## src/rtl/row_reduce_controller.sv

```systemverilog
// Row controller: gathers a pixel row, launches the conv engine, reduces its results to a
// max/min value plus index, and streams that out as a small byte frame.
module row_reduce_controller #(
   parameter int ROW_LEN  = 32,
   parameter int PIX_W    = 8,
   parameter int RES_W    = 18,
   parameter int NUM_RES  = 30,
   parameter int TX_BYTES = 3
) (
   input  logic                       clk,
   input  logic                       rst_n,
   input  logic                       start,
   input  logic                       mode,
   input  logic                       abort,
   input  logic [PIX_W-1:0]           rx_data,
   input  logic                       rx_valid,
   output logic                       rx_ready,
   output logic                       eng_start,
   output logic [ROW_LEN*PIX_W-1:0]   eng_pixels,
   input  logic                       eng_done,
   input  logic [NUM_RES*RES_W-1:0]   eng_results,
   output logic [7:0]                 tx_data,
   output logic                       tx_valid,
   input  logic                       tx_ready,
   output logic                       tx_last,
   output logic                       busy,
   output logic                       done
);

   // state   | meaning
   // IDLE    | waiting for start
   // RECEIVE | accepting ROW_LEN pixels
   // COMPUTE | engine running, waiting for eng_done
   // REDUCE  | one compare per cycle over stored results
   // SEND    | streaming value bytes then index byte

   localparam int CNT_W = $clog2(ROW_LEN);
   localparam int IDX_W = $clog2(NUM_RES);
   localparam int FR_W  = TX_BYTES * 8;
   localparam int BC_W  = $clog2(TX_BYTES + 1);

   typedef enum logic [2:0] {S_IDLE, S_RECEIVE, S_COMPUTE, S_REDUCE, S_SEND} state_t;

   state_t                  state;
   logic [CNT_W-1:0]        pix_cnt;
   logic [IDX_W-1:0]        red_idx;
   logic [IDX_W-1:0]        best_idx;
   logic signed [RES_W-1:0] best;
   logic signed [RES_W-1:0] res_mem [NUM_RES];
   logic                    mode_q;
   logic [BC_W-1:0]         byte_cnt;

   logic signed [FR_W-1:0]  best_ext;
   logic [7:0]              idx_byte;
   logic [FR_W+7:0]         frame;
   logic [7:0]              frame_byte [TX_BYTES+1];
   logic                    better;

   always_comb begin
      best_ext = best;
      idx_byte = '0;
      idx_byte[IDX_W-1:0] = best_idx;
      frame = {idx_byte, best_ext};
      for (int k = 0; k <= TX_BYTES; k++)
         frame_byte[k] = frame[k*8 +: 8];
      // strict compare so ties keep the earliest index
      better = mode_q ? (res_mem[red_idx] < best) : (res_mem[red_idx] > best);
   end

   always_ff @(posedge clk or negedge rst_n) begin
      if (!rst_n) begin
         state      <= S_IDLE;
         pix_cnt    <= '0;
         red_idx    <= '0;
         best_idx   <= '0;
         best       <= '0;
         mode_q     <= 1'b0;
         byte_cnt   <= '0;
         eng_pixels <= '0;
         rx_ready   <= 1'b0;
         eng_start  <= 1'b0;
         tx_data    <= '0;
         tx_valid   <= 1'b0;
         tx_last    <= 1'b0;
         busy       <= 1'b0;
         done       <= 1'b0;
         for (int i = 0; i < NUM_RES; i++)
            res_mem[i] <= '0;
      end else begin
         eng_start <= 1'b0;
         done      <= 1'b0;
         if (abort) begin
            state    <= S_IDLE;
            rx_ready <= 1'b0;
            tx_valid <= 1'b0;
            tx_last  <= 1'b0;
            tx_data  <= '0;
            busy     <= 1'b0;
         end else begin
            case (state)
               S_IDLE: begin
                  if (start) begin
                     state    <= S_RECEIVE;
                     pix_cnt  <= '0;
                     mode_q   <= mode;
                     rx_ready <= 1'b1;
                     busy     <= 1'b1;
                  end
               end
               S_RECEIVE: begin
                  if (rx_valid && rx_ready) begin
                     for (int i = 0; i < ROW_LEN; i++)
                        if (pix_cnt == CNT_W'(i))
                           eng_pixels[i*PIX_W +: PIX_W] <= rx_data;
                     if (pix_cnt == CNT_W'(ROW_LEN - 1)) begin
                        state     <= S_COMPUTE;
                        rx_ready  <= 1'b0;
                        eng_start <= 1'b1;
                     end else begin
                        pix_cnt <= pix_cnt + 1'b1;
                     end
                  end
               end
               S_COMPUTE: begin
                  if (eng_done) begin
                     for (int i = 0; i < NUM_RES; i++)
                        res_mem[i] <= eng_results[i*RES_W +: RES_W];
                     best     <= eng_results[RES_W-1:0];
                     best_idx <= '0;
                     red_idx  <= IDX_W'(1);
                     state    <= S_REDUCE;
                  end
               end
               S_REDUCE: begin
                  if (better) begin
                     best     <= res_mem[red_idx];
                     best_idx <= red_idx;
                  end
                  if (red_idx == IDX_W'(NUM_RES - 1)) begin
                     state    <= S_SEND;
                     byte_cnt <= '0;
                  end else begin
                     red_idx <= red_idx + 1'b1;
                  end
               end
               S_SEND: begin
                  if (!tx_valid) begin
                     tx_valid <= 1'b1;
                     tx_data  <= frame_byte[0];
                     tx_last  <= 1'b0;
                     byte_cnt <= '0;
                  end else if (tx_ready) begin
                     if (tx_last) begin
                        tx_valid <= 1'b0;
                        tx_last  <= 1'b0;
                        tx_data  <= '0;
                        done     <= 1'b1;
                        busy     <= 1'b0;
                        state    <= S_IDLE;
                     end else begin
                        byte_cnt <= byte_cnt + 1'b1;
                        tx_data  <= frame_byte[byte_cnt + 1'b1];
                        tx_last  <= ((byte_cnt + 1'b1) == BC_W'(TX_BYTES));
                     end
                  end
               end
               default: state <= S_IDLE;
            endcase
         end
      end
   end

endmodule
```

## config.mk

```make
export PLATFORM = sky130hd
export DESIGN_NAME = row_reduce_controller
export DESIGN_NICKNAME = d
export VERILOG_FILES = /design/src/rtl/row_reduce_controller.sv
export SDC_FILE = /design/constraint.sdc
export NUM_CORES = 1
export LEC_CHECK = 0
export CORE_AREA = 4 4 320 322
export DETAILED_ROUTE_END_ITERATION = 12
export DIE_AREA = 0 0 324 326
export DONT_BUFFER_PORTS = 1
export GPL_TIMING_DRIVEN = 0
export PLACE_DENSITY_LB_ADDON = 0.3
export SLEW_MARGIN = 20
export SYNTH_ARGS = -nofsm -noshare
export SYNTH_HDL_FRONTEND = slang
export SYNTH_SLANG_ARGS = --single-unit
```

## constraint.sdc

```tcl
create_clock -name clk -period 4.5 [get_ports clk]
set_input_delay 0.9 -clock clk [delete_from_list [all_inputs] [get_ports clk]]
set_output_delay 0.9 -clock clk [all_outputs]
set_load 0.05 [all_outputs]
```

## Word-level counts from Yosys, hierarchy flattened

Index checks and enable logic that the tools add are counted.

- Output and inout port bits: 270
- Bits in registers: 849
- Word-level logic and storage cells: 261
- Bits of input ports: 556

- Order comparisons: 4
- Mux-type cells: 69
- Bitwise gates (word level): 3
- Reductions and logical operators: 51
- Equality and inequality tests: 55
- $add $sub $neg: 3

Operators by type and width:

| operator | number |
|---|---|
| $reduce_and 4->1 | 35 |
| $bmux 18 s5 | 1 |
| $eq 5x5->1 const B | 17 |
| $mux 18 | 4 |
| $mux 8 | 7 |
| $eq 5x4->1 const B | 8 |
| $pmux 18 s2 | 1 |
| $mux 5 | 7 |
| $ne 3x3->1 const B | 10 |
| $pmux 5 s2 | 3 |
| $mux 1 | 28 |
| $mux 3 | 9 |
| $eq 5x3->1 const B | 4 |
| $gt 18x18->1 | 1 |
| $lt 18x18->1 | 1 |
| $bmux 8 s2 | 1 |
| $pmux 3 s5 | 1 |
| $reduce_and 5->1 | 3 |
| $ne 2x2->1 const B | 7 |
| $add 5x1->5 const B | 2 |
| $eq 5x2->1 const B | 2 |
| $mux 2 | 4 |
| $reduce_and 8->1 | 1 |
| $reduce_bool 2->1 | 4 |
| other kinds (20) | 24 |

## Depth between registers and ports, before layout

- Word-level depth: 10
- Gate-level depth with buffers: 17
- Gate-level depth less buffers: 13

## Worst setup path after synthesis

OpenSTA, ideal clock, no wires.

- Path type: register -> register
- Start: register red_idx[0]
- End: register best[10]
- Setup time: 79 ps
- Buffers on the path: 5
- Arrival time: 3562 ps
- Required time: 4421 ps
- Cell stages (with the launch flop): 17
- Clock period less this slack: 3642 ps
- Slack: 858 ps
- Path through: dfrtp_1 buf_6 buf_8 buf_4 buf_2 mux2i_1 o21ai_0 or3_1 ha_1 nand4_1 nor3_1 a21oi_1 a21o_1 a31o_2 a21oi_2 buf_4 mux2i_1

- Word-level cells in the longest chain between the ends: 8
- Elaborated cells on any way between the ends: 11
- Classes of those cells: order compare: 2; eq/ne: 1; mux: 6; bitwise: 1; reduce/logical: 1

Ends and longest elaborated chain:

| what | line | RTL |
|---|---|---|
| from (decl) | 46 | `logic [IDX_W-1:0] red_idx;` |
| from (signal assigned) | 143 | `red_idx <= red_idx + 1'b1;` |
| $not 5->6 (implied by the code) * | 67, 136 |  |
| $bmux 18 s5 * | 67, 136 |  |
| $mux 18 (implied by the code) * (2 in a row) | 67, 136 |  |
| $gt 18x18->1 / $lt 18x18->1 (equally long branches) | 67 | `better = mode_q ? (res_mem[red_idx] < best) : (res_mem[red_idx] > best);` |
| $mux 1 | 67 |  |
| $ne 2x2->1 (no source line) | n/a |  |
| $reduce_and 4->1 (no source line) | n/a |  |
| to (signal assigned) | 128 | `best <= eng_results[RES_W-1:0];` |
| to (signal assigned) | 136 | `best <= res_mem[red_idx];` |
| to (decl) | 48 | `logic signed [RES_W-1:0] best;` |

Every way passes the cells marked *; elsewhere a longest branch is shown, timed or not. The select of a mux whose other input is x is not followed.
A chain may end at the register's enable or synchronous reset.

## Worst setup path in the final report

- Start: register red_idx[0]
- End: register best[0]

The elaborated chain is that of the path after synthesis.

==> reports/results.txt <==
fmax: 0.222 GHz
Via density: 5.60
Arr. time, crit path: 5.07 ns
Seq cells post-synth: 849
post-synthesis cell count: 2511
Crit path largest cell delay: 0.58 ns
Routed Antenna Nets: 0
# DRC: 0
total global routing overflow: 0
final setup fails: 1
synth cell count leaders: dfrtp_1, mux2_2, mux2i_1
Buf/Inv on CP: 3
Total Neg Setup Slack: -0.00658 ns
LEAKAGE: 20.2 nW
GRT Overall Usage: 24.2%
synth warn: 0
Most used DFF post-synth: dfrtp_1
num ports: 826
xor/xnor share of the synthesized area: 0.0704%
P per Cell Area: 605 nW/µm²
sequential area share after synthesis: 56.9%
DR iter-0 viols: 1531
die area: 106000 µm²
final slew viol count: 0
largest family of logic cells by synthesized area: multiplexers
Adder-Cell Fraction of Synth Area: 0.905%
critical path fanouts, max: 8
fin worst setup slack: -0.00658 ns
kind of critical path: reg -> reg
ranking of synthesized cells by area: dfrtp_1, mux2_2, mux4_2, mux2i_1, ha_1
Tmin final: 4.51 ns
Min-Delay Path Class: in -> async
Initial Util: 37.5%
Die Y: 326 µm
CP Capture Type: flip-flop
Final period util: 100%
startpoint types: flip-flop
Placed Instances: 3809
first drt pass iteration count: 5
largest net degree at the start of global routing: 850
Synthesized Nets: 3094
most frequent CP cell: buf_12
failing checks: setup timing
FFs w/ async S/R, synth: 100%
Clock transition at path regs: 0.06 ns
Synth Area in Simple Gates: 2.82%
Mapped Area: 37300 µm²
Req. time, crit path: 5.06 ns
final net count: 3209
antenna violations before repair: 120
syn avg cell area: 14.9 µm²
r2r setup slk: -0.007 ns
port bufs: 0
Worst Tran Pin Value: 1.02 ns
slowest CP cell: o211ai_1
DR vias: 22800
Hold Vio Cnt, Final: 0
post-synth top area cell: dfrtp_1
Post-Layout Cell Count: 4072
area delta synth->final: 15.3%
share of cells above drive strength 1: 45.2%
average wire per standard cell: 32.4 µm
Root Driver: clkbuf_16
Core ar.: 99600 µm²
post-synth top area share: 56.9%
Compound-Gate Fraction of Synth Area: 3.03%
most common cell in the netlist: dfrtp_1
CP Cell Sequence: buf_12 -> buf_12 -> mux4_2 -> o211ai_1 -> nand2_2 -> or3_4 -> ha_4 -> nand4_1 -> a211oi_2 -> o31ai_2 -> a21o_1 -> a31o_4 -> a21oi_4 -> buf_12 -> mux2_2
Peak supply drop: 0.350 mV
drt total wl: 132000 µm
Skew-Pair Late Insertion Delay: 0.67 ns
Post-synth EDFFs: 0
max_cap viols: 0
synth unique cells: 54
first-pass GRT wire length: 182000 µm
gpl congestion: 0.903
clock sinks: 849
vias in the first global route: 24400
mux cell area share after synthesis: 33.6%
delay-heaviest family, CP: compound AO/OA/AOI/OAI gates
status: finished with violations
Relative slew margins: 32.2%
Rows: 116
Place WS: -0.732 ns
DP Wirelength: 103000 µm
Bufs on Longest Clock Path: 3
chip width: 324 µm
TritonCTS buffer count: 93
Tot Pwr: 26.0 mW
CTS tree: built
Final Skew: 0.0269 ns
CTS H-tree depth: 3
## power breakdown
group | internal (mW) | switching [mW]
Sequential | 9.67 | 1.50
Combinational | 3.66 | 3.27
Clock | 4.72 | 3.21
Total | 18.1 | 7.98
## through the flow
step                      cell area, µm²  utilization [%]  hold slack (ns)
after floorplan                    37300                -            0.474
after global placement             39000             39.1            0.483
after global routing               43000             43.2            0.170
after detailed placement           39000             39.1            0.488
final                              43000             43.2            0.171
after CTS                          42300             42.5          -0.0684
## cell type report
type	count	area, µm²
multi-input combinational	1460	15300
clock buffer	132	2700
fill	9001	56500
timing repair buffer	21	333
buffer	161	985
clock inverter	39	517
inverter	40	150
antenna	72	180
tap	1298	1620
sequential	849	21200
## layout by cell type, fill, tap and decap left out, types with 8 or more instances in the layout
cell,Yosys,layout
a22oi_1,35,34
nand3_1,12,12
mux4_2,91,91
o211ai_1,29,29
nor2_2,14,18
mux2i_1,151,134
nand2_1,73,69
bufinv_16,0,9
mux2i_2,0,13
mux2_2,793,793
dfrtp_1,849,847
inv_1,40,40
ha_1,27,26
clkinv_2,0,16
clkbuf_16,0,96
buf_12,1,9
clkbuf_8,0,20
and3_1,8,8
a21oi_1,28,25
diode_2,0,72
buf_4,7,18
clkbuf_1,70,77
buf_2,66,61
nor3_1,9,9
nor2_1,44,40
o21ai_0,42,40
or3_1,16,11
o21ai_1,9,10
## final timing paths
kind / endpoint / startpoint / depth (start not counted)
setup reg to reg: best[0] / red_idx[0] / 15
setup / recovery: best[0] / red_idx[0] / 15
max in group asynchronous: res_mem[379] / rst_n / 3
min in group clk: res_mem[326] / eng_results[200] / 1
hold reg to reg: res_mem[419] / res_mem[419] / 1
hold / removal: eng_pixels[128] / rst_n / 1
## cell families (layout without fill, tap and decap cells)
logic type,Yosys count,after routing
AND/OR/NAND/NOR,214,214
adder cells (fa/ha/maj),27,27
other,0,72
buffers and inverters,202,393
flip-flops,849,849
XOR/XNOR,3,3
multiplexers,1041,1041
AO/OA/AOI/OAI,175,175
## registers in the layout (all words and copies together), names as in the netlist
name	cells
res_mem	540
busy	1
tx_data	8
eng_start	1
done	1
tx_valid	1
mode_q	1
best_idx	5
red_idx	5
rx_ready	1
eng_pixels	256
state	3
best	18
tx_last	1
pix_cnt	5
byte_cnt	2
## per-layer routing
metal	routed length [µm]	global-route usage [%]	part of all wire (%)
met1	45200	25.6	34
met2	68400	42.9	52
met3	13500	10.7	10
met4	4260	8.05	3.2
met5	542	0	0.41
## timing repair
| item | 4_1_cts | 5_1_grt |
|---|---|---|
| cloned | 0 | 2 |
| gates resized for setup | 38 | 76 |
| endpoints found under the setup margin | 23 | 21 |
| buffers inserted | 0 | 13 |
| hold endpoints to repair | 184 | 104 |
| pin swaps | 4 | 12 |
Note: power is estimated with default switching activity, not from simulation.
